===== src/rtl/sdram_cmd_monitor_if.sv =====
// SDRAM command-pin bundle as seen between the arbiter mux and the pads.
// master: the side driving the pins; slave: passive observers such as the monitor.
interface sdram_cmd_monitor_if;
  logic [1:0]  CS_N;
  logic        CKE;
  logic        RAS_N;
  logic        CAS_N;
  logic        WE_N;
  logic [1:0]  BA;
  logic [11:0] SA;

  modport master (output CS_N, CKE, RAS_N, CAS_N, WE_N, BA, SA);
  modport slave  (input  CS_N, CKE, RAS_N, CAS_N, WE_N, BA, SA);
endinterface


===== src/rtl/sdram_cmd_monitor.sv =====
// Passive SDRAM command monitor: decodes the command pins, tracks mode register,
// open rows and per-bank timing, regenerates read-data-valid / write-beat strobes
// and flags protocol violations.
// Optional feature macro: SDRAM_CMD_MONITOR_COUNT_EN (saturating command counter).
module sdram_cmd_monitor #(
  parameter int unsigned TRCD       = 2,
  parameter int unsigned TRP        = 2,
  parameter int unsigned PAGE_BEATS = 256
) (
  input  logic               clk,
  input  logic               Reset_N,
  sdram_cmd_monitor_if.slave cmd,
  output logic [11:0]        ModeReg,
  output logic               ModeValid,
  output logic [3:0]         BankOpen,
  output logic [47:0]        OpenRows,
  output logic               RdDataValid,
  output logic               WrBeat,
  output logic               Violation,
  output logic [2:0]         ViolationCode,
  output logic [15:0]        CmdCount
);

  localparam int unsigned TMAX   = (TRCD > TRP) ? TRCD : TRP;
  localparam int unsigned TMR_W  = (TMAX == 0) ? 1 : $clog2(TMAX + 1);
  localparam int unsigned BEAT_W = $clog2(PAGE_BEATS + 1);

  typedef enum logic [2:0] {
    CMD_LMR = 3'b000,
    CMD_REF = 3'b001,
    CMD_PRE = 3'b010,
    CMD_ACT = 3'b011,
    CMD_WR  = 3'b100,
    CMD_RD  = 3'b101,
    CMD_BST = 3'b110,
    CMD_NOP = 3'b111
  } cmd_e;

  // Registered state
  logic [TMR_W-1:0]  timer_q [4];
  logic [11:0]       row_q   [4];
  logic [1:0]        rd_wait_q;
  logic [BEAT_W-1:0] rd_left_q;
  logic [BEAT_W-1:0] rd_bl_q;
  logic [1:0]        rd_bank_q;
  logic [BEAT_W-1:0] wr_left_q;

  // Next-state values
  logic [TMR_W-1:0]  timer_d [4];
  logic [11:0]       row_d   [4];
  logic [1:0]        rd_wait_d;
  logic [BEAT_W-1:0] rd_left_d;
  logic [BEAT_W-1:0] rd_bl_d;
  logic [1:0]        rd_bank_d;
  logic [BEAT_W-1:0] wr_left_d;
  logic [11:0]       mode_reg_d;
  logic              mode_valid_d;
  logic [3:0]        bank_open_d;
  logic              rd_dv_d;
  logic              wr_beat_d;
  logic              viol_d;
  logic [2:0]        viol_code_d;

  logic              cmd_en_c;
  cmd_e              cmd_c;
  logic [1:0]        cl_c;
  logic [BEAT_W-1:0] bl_c;

  assign cmd_en_c = cmd.CKE && (cmd.CS_N != 2'b11);
  assign cmd_c    = cmd_e'({cmd.RAS_N, cmd.CAS_N, cmd.WE_N});
  assign OpenRows = {row_q[3], row_q[2], row_q[1], row_q[0]};

  // CAS latency and burst length implied by the current mode register
  always_comb begin
    cl_c = (ModeReg[6:4] == 3'd2) ? 2'd2 : 2'd3;
    case (ModeReg[2:0])
      3'b000:  bl_c = BEAT_W'(1);
      3'b001:  bl_c = BEAT_W'(2);
      3'b010:  bl_c = BEAT_W'(4);
      3'b011:  bl_c = BEAT_W'(8);
      3'b111:  bl_c = BEAT_W'(PAGE_BEATS);
      default: bl_c = BEAT_W'(1);
    endcase
  end

  // Next-state: timers, burst progress, command effects and violation checks
  always_comb begin
    mode_reg_d   = ModeReg;
    mode_valid_d = ModeValid;
    bank_open_d  = BankOpen;
    timer_d      = timer_q;
    row_d        = row_q;
    rd_wait_d    = rd_wait_q;
    rd_left_d    = rd_left_q;
    rd_bl_d      = rd_bl_q;
    rd_bank_d    = rd_bank_q;
    wr_left_d    = wr_left_q;
    rd_dv_d      = 1'b0;
    wr_beat_d    = 1'b0;
    viol_d       = 1'b0;
    viol_code_d  = ViolationCode;

    // With CKE low everything freezes and the strobes drop
    if (cmd.CKE) begin
      for (int b = 0; b < 4; b++) begin
        if (timer_q[b] != '0) timer_d[b] = timer_q[b] - TMR_W'(1);
      end

      // A pending read start emerges after CL enabled cycles
      if (rd_wait_q != 2'd0) begin
        rd_wait_d = rd_wait_q - 2'd1;
        if (rd_wait_q == 2'd1) begin
          rd_dv_d   = 1'b1;
          rd_left_d = rd_bl_q - BEAT_W'(1);
        end
      end else if (rd_left_q != '0) begin
        rd_dv_d   = 1'b1;
        rd_left_d = rd_left_q - BEAT_W'(1);
      end

      if (wr_left_q != '0) begin
        wr_beat_d = 1'b1;
        wr_left_d = wr_left_q - BEAT_W'(1);
      end

      if (cmd_en_c) begin
        case (cmd_c)
          CMD_LMR: begin
            mode_reg_d   = cmd.SA;
            mode_valid_d = 1'b1;
            if (|BankOpen) begin
              viol_d      = 1'b1;
              viol_code_d = 3'd6;
            end
          end
          CMD_REF: begin
            if (|BankOpen) begin
              viol_d      = 1'b1;
              viol_code_d = 3'd6;
            end
          end
          CMD_PRE: begin
            for (int b = 0; b < 4; b++) begin
              if (cmd.SA[10] || (cmd.BA == 2'(b))) begin
                bank_open_d[b] = 1'b0;
                timer_d[b]     = TMR_W'(TRP);
              end
            end
            if (cmd.SA[10] || (cmd.BA == rd_bank_q)) begin
              rd_wait_d = 2'd0;
              rd_left_d = '0;
              rd_dv_d   = 1'b0;
            end
            wr_left_d = '0;
            wr_beat_d = 1'b0;
          end
          CMD_ACT: begin
            if (BankOpen[cmd.BA]) begin
              viol_d      = 1'b1;
              viol_code_d = 3'd4;
            end else if (timer_q[cmd.BA] != '0) begin
              viol_d      = 1'b1;
              viol_code_d = 3'd5;
            end
            bank_open_d[cmd.BA] = 1'b1;
            row_d[cmd.BA]       = cmd.SA;
            timer_d[cmd.BA]     = TMR_W'(TRCD);
          end
          CMD_RD, CMD_WR: begin
            if (!ModeValid) begin
              viol_d      = 1'b1;
              viol_code_d = 3'd1;
            end else if (!BankOpen[cmd.BA]) begin
              viol_d      = 1'b1;
              viol_code_d = 3'd2;
            end else if (timer_q[cmd.BA] != '0) begin
              viol_d      = 1'b1;
              viol_code_d = 3'd3;
            end
            // Any access ends both bursts; the new one is then scheduled
            rd_wait_d = 2'd0;
            rd_left_d = '0;
            rd_dv_d   = 1'b0;
            wr_left_d = '0;
            wr_beat_d = 1'b0;
            if (cmd_c == CMD_RD) begin
              rd_wait_d = cl_c;
              rd_bl_d   = bl_c;
              rd_bank_d = cmd.BA;
            end else begin
              wr_beat_d = 1'b1;
              wr_left_d = bl_c - BEAT_W'(1);
            end
          end
          CMD_BST: begin
            rd_wait_d = 2'd0;
            rd_left_d = '0;
            rd_dv_d   = 1'b0;
            wr_left_d = '0;
            wr_beat_d = 1'b0;
          end
          CMD_NOP: begin
          end
          default: begin
          end
        endcase
      end
    end
  end

  // State and output registers with synchronous reset
  always_ff @(posedge clk) begin
    if (!Reset_N) begin
      ModeReg       <= '0;
      ModeValid     <= 1'b0;
      BankOpen      <= '0;
      RdDataValid   <= 1'b0;
      WrBeat        <= 1'b0;
      Violation     <= 1'b0;
      ViolationCode <= '0;
      timer_q       <= '{default: '0};
      row_q         <= '{default: '0};
      rd_wait_q     <= '0;
      rd_left_q     <= '0;
      rd_bl_q       <= '0;
      rd_bank_q     <= '0;
      wr_left_q     <= '0;
    end else begin
      ModeReg       <= mode_reg_d;
      ModeValid     <= mode_valid_d;
      BankOpen      <= bank_open_d;
      RdDataValid   <= rd_dv_d;
      WrBeat        <= wr_beat_d;
      Violation     <= viol_d;
      ViolationCode <= viol_code_d;
      timer_q       <= timer_d;
      row_q         <= row_d;
      rd_wait_q     <= rd_wait_d;
      rd_left_q     <= rd_left_d;
      rd_bl_q       <= rd_bl_d;
      rd_bank_q     <= rd_bank_d;
      wr_left_q     <= wr_left_d;
    end
  end

`ifdef SDRAM_CMD_MONITOR_COUNT_EN
  // Saturating count of decoded non-NOP commands
  always_ff @(posedge clk) begin
    if (!Reset_N) begin
      CmdCount <= '0;
    end else if (cmd_en_c && (cmd_c != CMD_NOP) && (CmdCount != 16'hFFFF)) begin
      CmdCount <= CmdCount + 16'd1;
    end
  end
`else
  assign CmdCount = '0;
`endif

endmodule


===== src/flat_wrapper.sv =====
// flat-port wrapper written by rule: the top's interface ports become plain ports
module sdram_cmd_monitor_flat 
#(
  parameter int unsigned TRCD       = 2,
  parameter int unsigned TRP        = 2,
  parameter int unsigned PAGE_BEATS = 256
)
  (clk, Reset_N, ModeReg, ModeValid, BankOpen, OpenRows, RdDataValid, WrBeat, Violation, ViolationCode, CmdCount, cmd_CS_N, cmd_CKE, cmd_RAS_N, cmd_CAS_N, cmd_WE_N, cmd_BA, cmd_SA);
  sdram_cmd_monitor_if cmd_i ();
  input  logic clk;
  input  logic Reset_N;
  output logic [11:0] ModeReg;
  output logic ModeValid;
  output logic [3:0] BankOpen;
  output logic [47:0] OpenRows;
  output logic RdDataValid;
  output logic WrBeat;
  output logic Violation;
  output logic [2:0] ViolationCode;
  output logic [15:0] CmdCount;
  input wire logic [$bits(cmd_i.CS_N)-1:0] cmd_CS_N;
  input wire logic [$bits(cmd_i.CKE)-1:0] cmd_CKE;
  input wire logic [$bits(cmd_i.RAS_N)-1:0] cmd_RAS_N;
  input wire logic [$bits(cmd_i.CAS_N)-1:0] cmd_CAS_N;
  input wire logic [$bits(cmd_i.WE_N)-1:0] cmd_WE_N;
  input wire logic [$bits(cmd_i.BA)-1:0] cmd_BA;
  input wire logic [$bits(cmd_i.SA)-1:0] cmd_SA;
  assign cmd_i.CS_N = cmd_CS_N;
  assign cmd_i.CKE = cmd_CKE;
  assign cmd_i.RAS_N = cmd_RAS_N;
  assign cmd_i.CAS_N = cmd_CAS_N;
  assign cmd_i.WE_N = cmd_WE_N;
  assign cmd_i.BA = cmd_BA;
  assign cmd_i.SA = cmd_SA;
  sdram_cmd_monitor #(.TRCD(TRCD), .TRP(TRP), .PAGE_BEATS(PAGE_BEATS)) u_core (.clk(clk), .Reset_N(Reset_N), .cmd(cmd_i), .ModeReg(ModeReg), .ModeValid(ModeValid), .BankOpen(BankOpen), .OpenRows(OpenRows), .RdDataValid(RdDataValid), .WrBeat(WrBeat), .Violation(Violation), .ViolationCode(ViolationCode), .CmdCount(CmdCount));
endmodule

===== config.mk =====
export PLATFORM = sky130hd
export DESIGN_NAME = sdram_cmd_monitor_flat
export DESIGN_NICKNAME = d
export VERILOG_FILES = /design/src/rtl/sdram_cmd_monitor_if.sv /design/src/rtl/sdram_cmd_monitor.sv /design/src/flat_wrapper.sv
export SDC_FILE = /design/constraint.sdc
export NUM_CORES = 1
export LEC_CHECK = 0
export BUFFER_PORTS_ARGS = -buffer_cell sky130_fd_sc_hd__buf_2
export CORE_MARGIN = 2
export CORE_UTILIZATION = 25
export DETAILED_ROUTE_END_ITERATION = 8
export SETUP_SLACK_MARGIN = 0.5
export SLEW_MARGIN = 25
export SYNTH_ARGS = -nofsm -noshare
export SYNTH_HDL_FRONTEND = slang
export SYNTH_SLANG_ARGS = --single-unit

===== constraint.sdc =====
create_clock -name clk -period 2 [get_ports clk]
set_input_delay 0.1 -clock clk [delete_from_list [all_inputs] [get_ports clk]]
set_output_delay 0.1 -clock clk [all_outputs]
set_load 0.02 [all_outputs]

# [Word level (Yosys, flattened, before mapping)]
# Index checks and enable logic that the tools add are counted.
[totals] regBits=110 out_inout_bits=87 wordCells=171
[classes] n_addsub=9 order_cmp=4 n_eq_ne=24 n_mux=71 n_bitwise=5 n_reduce_logical=35
[ops] op="two-way mux 9 bit" n=8
[ops] op="bitwise mux 48 bit" n=1
[ops] op="two-way mux 2 bit" n=19
[ops] op="case mux 9 bit (2 select lines)" n=2
[ops] op="case mux 9 bit (4 select lines)" n=1
[ops] op="subtractor 9 x 1 -> 9 bit, second input constant" n=4
[ops] op="demux 12 bit (select 2 bit)" n=1
[ops] op="two-way mux 1 bit" n=20
[ops] op="AND reduction 4 bit" n=5
[ops] op="two-way mux 3 bit" n=6
[ops] op="nonzero test 9 bit" n=2
[ops] op="case mux 8 bit (2 select lines)" n=1
[ops] op="== test 3 x 2 -> 1 bit, second input constant" n=5
[ops] op="nonzero test 2 bit" n=7
[ops] op="== test 3 bit, second input constant" n=4
[ops] op="two-way mux 12 bit" n=1
[ops] op="inequality test 2 x 1 -> 1 bit, second input constant" n=5
[ops] op="subtractor 2 x 1 -> 2 bit, second input constant" n=5
[ops] op="case mux 3 bit (3 select lines)" n=1
[ops] op="AND reduction 3 bit" n=3
[ops] op="two-way mux 8 bit" n=1
[ops] op="bitwise OR 4 bit" n=2
[ops] op="case mux 4 bit (2 select lines)" n=1
[ops] op="== test 3 x 1 -> 1 bit, second input constant" n=2
[ops] op="other kinds (30)" n=41

# [Longest topological paths before layout]
# Gate-level depths: netlist of run 1.
[depth] word_depth=9 depth_mapped=7

# [Least setup slack after synthesis of run 1]
# OpenSTA, ideal clock, no wires.
[synth_timing] path_type="flip-flop to flip-flop" start="register u_core.rd_left_q[0]" end="register u_core.rd_left_q[4]" setup_time_ns=0.060 arrival_time_ns=1.656 required_ns=1.940 path_slack_ns=0.284 stages_incl_launch_ff=8 path_cell_list="dfxtp_1 inv_1 ha_1 or3b_1 a2111oi_0 a21oi_1 o211ai_1 a32o_1"
[synth_between] elab_chain_len=6 word_cells_on_any_way=7 classes_between="add/sub: 1; mux: 5; reduce/logical: 1"
[synth_lines] element="start, declared" line="sdram_cmd_monitor.sv:43" rtl="logic [BEAT_W-1:0] rd_left_q;"
[synth_lines] element="start signal, assigned" line="sdram_cmd_monitor.sv:239" rtl="rd_left_q <= rd_left_d;"
[synth_lines] element="subtractor 9 x 1 -> 9 bit / nonzero test 9 bit (equally long branches)" line="sdram_cmd_monitor.sv:118, sdram_cmd_monitor.sv:116"
[synth_lines] element="two-way mux 9 bit (*)" line="sdram_cmd_monitor.sv:116" rtl="end else if (rd_left_q != '0) begin"
[synth_lines] element="two-way mux 9 bit (*)" line="sdram_cmd_monitor.sv:110" rtl="if (rd_wait_q != 2'd0) begin"
[synth_lines] element="two-way mux 9 bit" line="sdram_cmd_monitor.sv:149" rtl="if (cmd.SA[10] || (cmd.BA == rd_bank_q)) begin"
[synth_lines] element="case mux 9 bit (2 select lines)" line="sdram_cmd_monitor.sv:127" rtl="case (cmd_c)"
[synth_lines] element="two-way mux 9 bit (*)" line="sdram_cmd_monitor.sv:126" rtl="if (cmd_en_c) begin"
# Mark *: on every way between the ends. The rest lies on a longest branch, timed or not.
# A chain may end at the register's enable or synchronous reset.

# [Worst setup path in the final report of run 1]
[layout_timing] start="register u_core.BankOpen[3]" end="register u_core.Violation"
[layout_between] elab_chain_len=5 word_cells_on_any_way=8 classes_between="mux: 7; reduce/logical: 1"
[layout_lines] element="start, declared" line="sdram_cmd_monitor.sv:15" rtl="output logic [3:0] BankOpen,"
[layout_lines] element="start signal, assigned" line="sdram_cmd_monitor.sv:231" rtl="BankOpen <= bank_open_d;"
[layout_lines] element="binary-select mux 1 bit (select 2 bit)" line="sdram_cmd_monitor.sv:158, sdram_cmd_monitor.sv:173"
[layout_lines] element="two-way mux 1 bit (implied by the code)" line="sdram_cmd_monitor.sv:158, sdram_cmd_monitor.sv:173"
[layout_lines] element="two-way mux 1 bit" line="sdram_cmd_monitor.sv:173" rtl="end else if (!BankOpen[cmd.BA]) begin"
[layout_lines] element="two-way mux 1 bit" line="sdram_cmd_monitor.sv:170" rtl="if (!ModeValid) begin"
[layout_lines] element="case mux 1 bit (3 select lines) (*)" line="sdram_cmd_monitor.sv:127"
[layout_lines] element="end signal, assigned" line="sdram_cmd_monitor.sv:234" rtl="Violation <= viol_d;"
[layout_lines] element="end, declared" line="sdram_cmd_monitor.sv:19" rtl="output logic Violation,"
# Mark *: on every way between the ends. The rest lies on a longest branch, timed or not. The select of a mux whose other input is x is not followed.

==> results of run 1 <==
-- critical path, cell delays in order (launching register included) --
cell	delay, ns
dfxtp_4	0.35
mux4_2	0.52
mux2i_1	0.16
a221oi_2	0.31
buf_4	0.17
and3_1	0.13
-- area by class of cell --
type | instances | area (µm²)
Tap cell | 265 | 332
Clock buffer | 10 | 239
Multi-Input combinational cell | 468 | 2870
Sequential cell | 106 | 2160
Inverter | 17 | 66.3
Timing Repair Buffer | 135 | 787
Fill cell | 2120 | 13100
Clock inverter | 6 | 68.8
-- layer usage --
metal | vias to the layer above | global-route usage (%) | wire, µm
met5 | - | 0 | 0
met4 | 0 | 3.45 | 216
met3 | 20 | 5.00 | 982
met2 | 139 | 23.0 | 7220
met1 | 2277 | 17.8 | 6970
li1 | 2351 | - | -
-- placed cells by master, fill, tap and decap left out, types with 9 or more instances in the layout --
cell type,n
nor2_1,49
nand2_1,124
conb_1,16
buf_2,92
inv_1,12
mux2i_1,15
nand3_1,12
nor2b_1,12
dfxtp_1,88
buf_4,42
clkbuf_16,9
a21boi_1,10
nand2b_1,11
a21boi_0,17
dfxtp_2,11
o21ai_0,18
a21oi_1,60
-- kinds of logic (layout without fill, tap and decap cells) --
| logic type | count (synthesis) | after routing | share of synthesized area (%) |
|---|---|---|---|
| simple gates | 266 | 266 | 24.8 |
| compound gates | 160 | 160 | 20.6 |
| flops | 106 | 106 | 42.0 |
| buf+inv | 68 | 168 | 6.74 |
| mux | 18 | 18 | 4.09 |
| fa+ha+maj | 4 | 4 | 0.991 |
| xor+xnor | 4 | 4 | 0.694 |
| other cells | 1 | 16 | 0.0743 |
-- worst paths after layout --
check / startpoint / to / cells after the start
max: u_core.BankOpen[3] / u_core.Violation / 5
min: cmd_SA[11] / u_core.OpenRows[47] / 3
max reg2reg: u_core.BankOpen[3] / u_core.Violation / 5
min reg2reg: u_core.OpenRows[46] / u_core.OpenRows[46] / 2
-- Yosys cell counts, drive strengths merged, types with 3 or more instances --
master,count
nor3,11
mux2i,15
ha,4
o31ai,5
clkbuf,24
o22ai,4
nor3b,7
nor2b,12
xor2,3
a21boi,28
nor2,52
nand2b,11
nand3b,7
o211ai,3
a31oi,6
inv,17
nor4,5
o21ai,22
and3,3
nand3,14
nor4b,3
and2,4
a21oi,61
o21a,4
dfxtp,106
nand2,128
buf,27
-- timing repair --
| action | in CTS | in global routing |
|---|---|---|
| gates resized for setup | 20 | 32 |
| pin swaps | 12 | 16 |
| endpoints found under the setup margin | 20 | 22 |
| setup buffers | 11 | 11 |
| hold buffers | 0 | 0 |
-- registers in the layout, summed over array words and instances (netlist names), 2 cells and up --
signal	count
u_core.ViolationCode	3
u_core.timer_q	8
u_core.rd_left_q	9
u_core.wr_left_q	9
u_core.ModeReg	12
u_core.BankOpen	4
u_core.rd_bl_q	5
u_core.rd_bank_q	2
u_core.rd_wait_q	2
u_core.OpenRows	48
-- where the power goes --
| part | internal, mW | leakage [nW] | total, mW | switching [mW] |
|---|---|---|---|---|
| clock | 1.02 | 0.155 | 1.88 | 0.864 |
| combinational | 0.762 | 1.60 | 1.55 | 0.784 |
| sequential | 2.23 | 0.869 | 2.39 | 0.160 |
-- stage by stage --
stage	setup slack (ns)	hold slack (ns)
after floorplan	0.402	0.235
after global placement	0.276	0.411
after detailed placement	0.270	0.415
after CTS	0.314	0.0191
after global routing	0.244	0.0261
final	0.313	0.0289
==> results.md, run 1 <==
- Max cap viols: 0
- Placed standard-cell area: between 0.005 and 0.006 mm²
- GRT Residual Overflow: 0
- Setup CP Type: reg -> reg
- Placed Cells: approximately 970
- Residual DRC count: 0
- Number of synthesized register bits: around 110
- Starting Density: 25.7%
- Vias/cell: 4.75
- Fin. max-slew vios: 0
- Fin. Hold Viols: 0
- Crit path capture type: flip-flop
- First-pass GRT wire length: roughly 24000 µm
- Worst R2R Setup Slack: around 0.31 ns
- Final worst path period need: 1.69 ns
- CTS Sinks: roughly 110
- Crit path arrival time: slightly below 2 ns
- Gate Count Post-Synth: about 630
- Measured slew at the worst slew-check pin: between 0.5 and 0.6 ns
- Worst path required time: between 2 and 2.5 ns
- Primary FF master, synth: dfxtp_1
- EDFF count, synth: 0
- Initial antenna violation count: 0
- Outcome: complete, no violations
- Hold/Removal Path Class: in -> reg
- Fin area: about 0.0065 mm²
- # IOs: ~110
- Routed Antenna Nets: 0
- CTS tree: built
- Core area: 0.0197 mm²
- Crit path launch type: flip-flop
- Die width: about 150 µm
- Clock buffer depth: 2
- HPWL Detailed: around 11000 µm
- Overall power: between 5 and 6 mW
- Fin util: between 30% and 40%
- Fraction of layout cells with a size suffix above 1: between 20% and 30%
- Avg Inst Size Synth: 8.05 µm²
- Area growth, synth to finish: 29.2%
- RSZ-0062 raised after global routing: true
- PortBufs: 92
- Setup Skew: approximately 0.0067 ns
- Largest net degree at the start of global routing: 46
- Setup Total Neg Slack: 0 ns
- Nets: ~760
- Yosys top cell area share: approximately 42%
- Die Ht: between 100 and 150 µm
- Via count: 4787
- Vias in the first global route: approximately 4400
- Clk pin slew, worst setup/hold paths: 0.08 ns
- Max-Slew Margin vs Limit: 62.7%
- Non-Filler Instances: ~1000
- Sequential-to-total area share from yosys stat: around 42%
- Max frequency: a little under 600 MHz
- Clock latency on the worst-skew pair: between 0.3 and 0.4 ns
- Synth warnings: 0
- DR WL/cell: between 15 and 20 µm
- Root Buffer: clkbuf_16
- Synthesized area: 0.00505 mm²
- Dominant cells by area after synthesis: dfxtp_1 (42%), nand2_1 (9.4%), a21oi_1 (6.0%)
- Max H-tree Level: 3
- Pleak: 2.62 nW
- Die area: ~0.021 mm²
- CTS Buf Count: 9
- Worst VDD drop: 0.000517 V
- GPL Wtd Cong: 0.794
- All-Layer GR Usage: ~14%
- First-pass DRT Iterations: 5
- Pwr dens: ~890 mW/mm²
- Total Wirelength: ~15000 µm
- Period utilisation layout: between 80% and 90%
- CP max FO: 4
- Row count: between 50 and 60
- FFs w/ async S/R, synth: 0%
- Ant. Diodes: 0
- Final setup violation count: 0
- Synth unique cells: 71
- Largest area contributor in the netlist: dfxtp_1
- Initial DRC Count: between 300 and 400
(Power assumes the default switching activity.)
==> run 2, diff against run 1 <==
==> constraint.sdc (replaced) <==
create_clock -name clk -period 1.6 [get_ports clk]
set_input_delay 0.08 -clock clk [delete_from_list [all_inputs] [get_ports clk]]
set_output_delay 0.08 -clock clk [all_outputs]
set_load 0.02 [all_outputs]
==> results.md, run 2 (same netlist as run 1, synthesis figures left out) <==
- RSZ-0062 raised after global routing: true
- Setup Skew: between 0.007 and 0.008 ns
- Largest net degree at the start of global routing: 36
- Placed Cells: ~1000
- Clock latency on the worst-skew pair: 0.35 ns
- Worst R2R Path Depth: 6
- Crit path launch type: flip-flop
- Worst VDD drop: 0.000585 V
- Placed standard-cell area: between 0.006 and 0.007 mm²
- Fraction of layout cells with a size suffix above 1: a little over a third
- Vias in the first global route: roughly 4800
- Worst path cell trace: mux4_2, buf_4, buf_6, a21o_1, a221oi_2, o21ai_1
- First-pass DRT Iterations: 4
- Most common cell after layout, fill and taps aside: nand2_1
- Ant. Diodes: 0
- Final worst path period need: 1.65 ns
- Total Wirelength: approximately 16000 µm
- Max cap viols: 0
- Worst path required time: around 1.8 ns
- Worst setup margin: -0.0497 ns
- PortBufs: 92
- Clock buffer depth: 2
- Max reg flops: 48
- First-pass GRT wire length: approximately 25000 µm
- DR WL/cell: roughly 15 µm
- HPWL Detailed: 11000 µm
- CTS Sinks: about 110
- Most frequent cells in the layout: nand2_1 (124), buf_2 (89), dfxtp_1 (84), buf_4 (66), a21oi_1 (56)
- Non-Filler Instances: approximately 1000
- Max H-tree Level: 3
- Fin. max-slew vios: 0
- Core area: just under 0.02 mm²
- CTS Buf Count: 9
- Die area: 0.0213 mm²
- Pleak: roughly 2.9 nW
- Routed Antenna Nets: 0
- Overall power: slightly below 8 mW
- Hold_ws: 0.0170 ns
- All-Layer GR Usage: between 10% and 20%
- Fin util: 36.2%
- Period utilisation layout: 103%
- Row count: between 50 and 60
- Crit path capture type: flip-flop
- Outcome: finished with violations
- Critical path's largest stage delay: 0.49 ns
- Starting Density: ~26%
- Via count: 4943
- Die Ht: approximately 150 µm
- GPL Wtd Cong: around 0.82
- Area growth, synth to finish: 40.9%
- Setup CP Type: reg -> reg
- Setup Total Neg Slack: -0.154 ns
- GRT Residual Overflow: 0
- Post-place setup slack: -0.0337 ns
- Hold Crit Depth: 3
- Clk pin slew, worst setup/hold paths: around 0.070 ns
- Initial antenna violation count: 0
- Die width: around 150 µm
- Crit path arrival time: around 1.9 ns
- # IOs: approximately 110
- Residual DRC count: 0
- Max frequency: around 610 MHz
- Final setup violation count: 5
- Nets: roughly 800
- Vias/cell: 4.73
- Pwr dens: 1110 mW/mm²
- Fin. Hold Viols: 0
- Initial DRC Count: 251
- CP max stage cell: mux4_2
- Failing checks: setup timing
- Fin area: roughly 0.0071 mm²
- Hold/Removal Path Class: in -> reg
- CTS tree: built
- Root Buffer: clkbuf_16
- CP max FO: 4
## run 2: path summary, 6_finish.rpt
path / startpoint / end / slack (ns)
setup / recovery: u_core.BankOpen[3] / u_core.ViolationCode[2] / -0.05
hold / removal: cmd_SA[9] / u_core.OpenRows[33] / 0.02
setup reg to reg: u_core.BankOpen[3] / u_core.ViolationCode[2] / -0.05
hold reg to reg: u_core.wr_left_q[8] / u_core.wr_left_q[8] / 0.45
## run 2: cell type report
class,count,area [µm²]
inverter,17,66.3
clock inverter,3,43.8
tap,265,332
multi-input combinational,468,3050
fill,2084,12500
clock buffer,13,272
timing repair buffer,174,1180
sequential,106,2170
## run 2: what timing repair did
action | CTS | global route
pin swaps | 23 | 26
hold buffers | 0 | 0
buffers inserted | 19 | 10
resized for setup | 51 | 26
setup endpoints to repair | 36 | 40
## run 2: worst max-delay path, delay by kind of cell (launching register included)
family / cells / cell delay, ns
multiplexers: 1 / 0.49
buffers and inverters: 2 / 0.27
flip-flops: 1 / 0.34
AO/OA/AOI/OAI: 3 / 0.44
## run 2: metal layers
layer / share of wire (%) / vias up / track usage [%]
li1: - / 2432 / -
met5: 0 / - / 0
met4: 0.86 / 0 / 4.22
met1: 48 / 2395 / 19.5
met3: 4.8 / 11 / 3.38
met2: 46 / 105 / 23.8
## run 2: report_power, final
part           switching [mW]  leakage, nW  internal, mW
clock network            1.03        0.155          1.36
registers               0.200        0.871          2.79
logic                    1.19         1.84          1.30
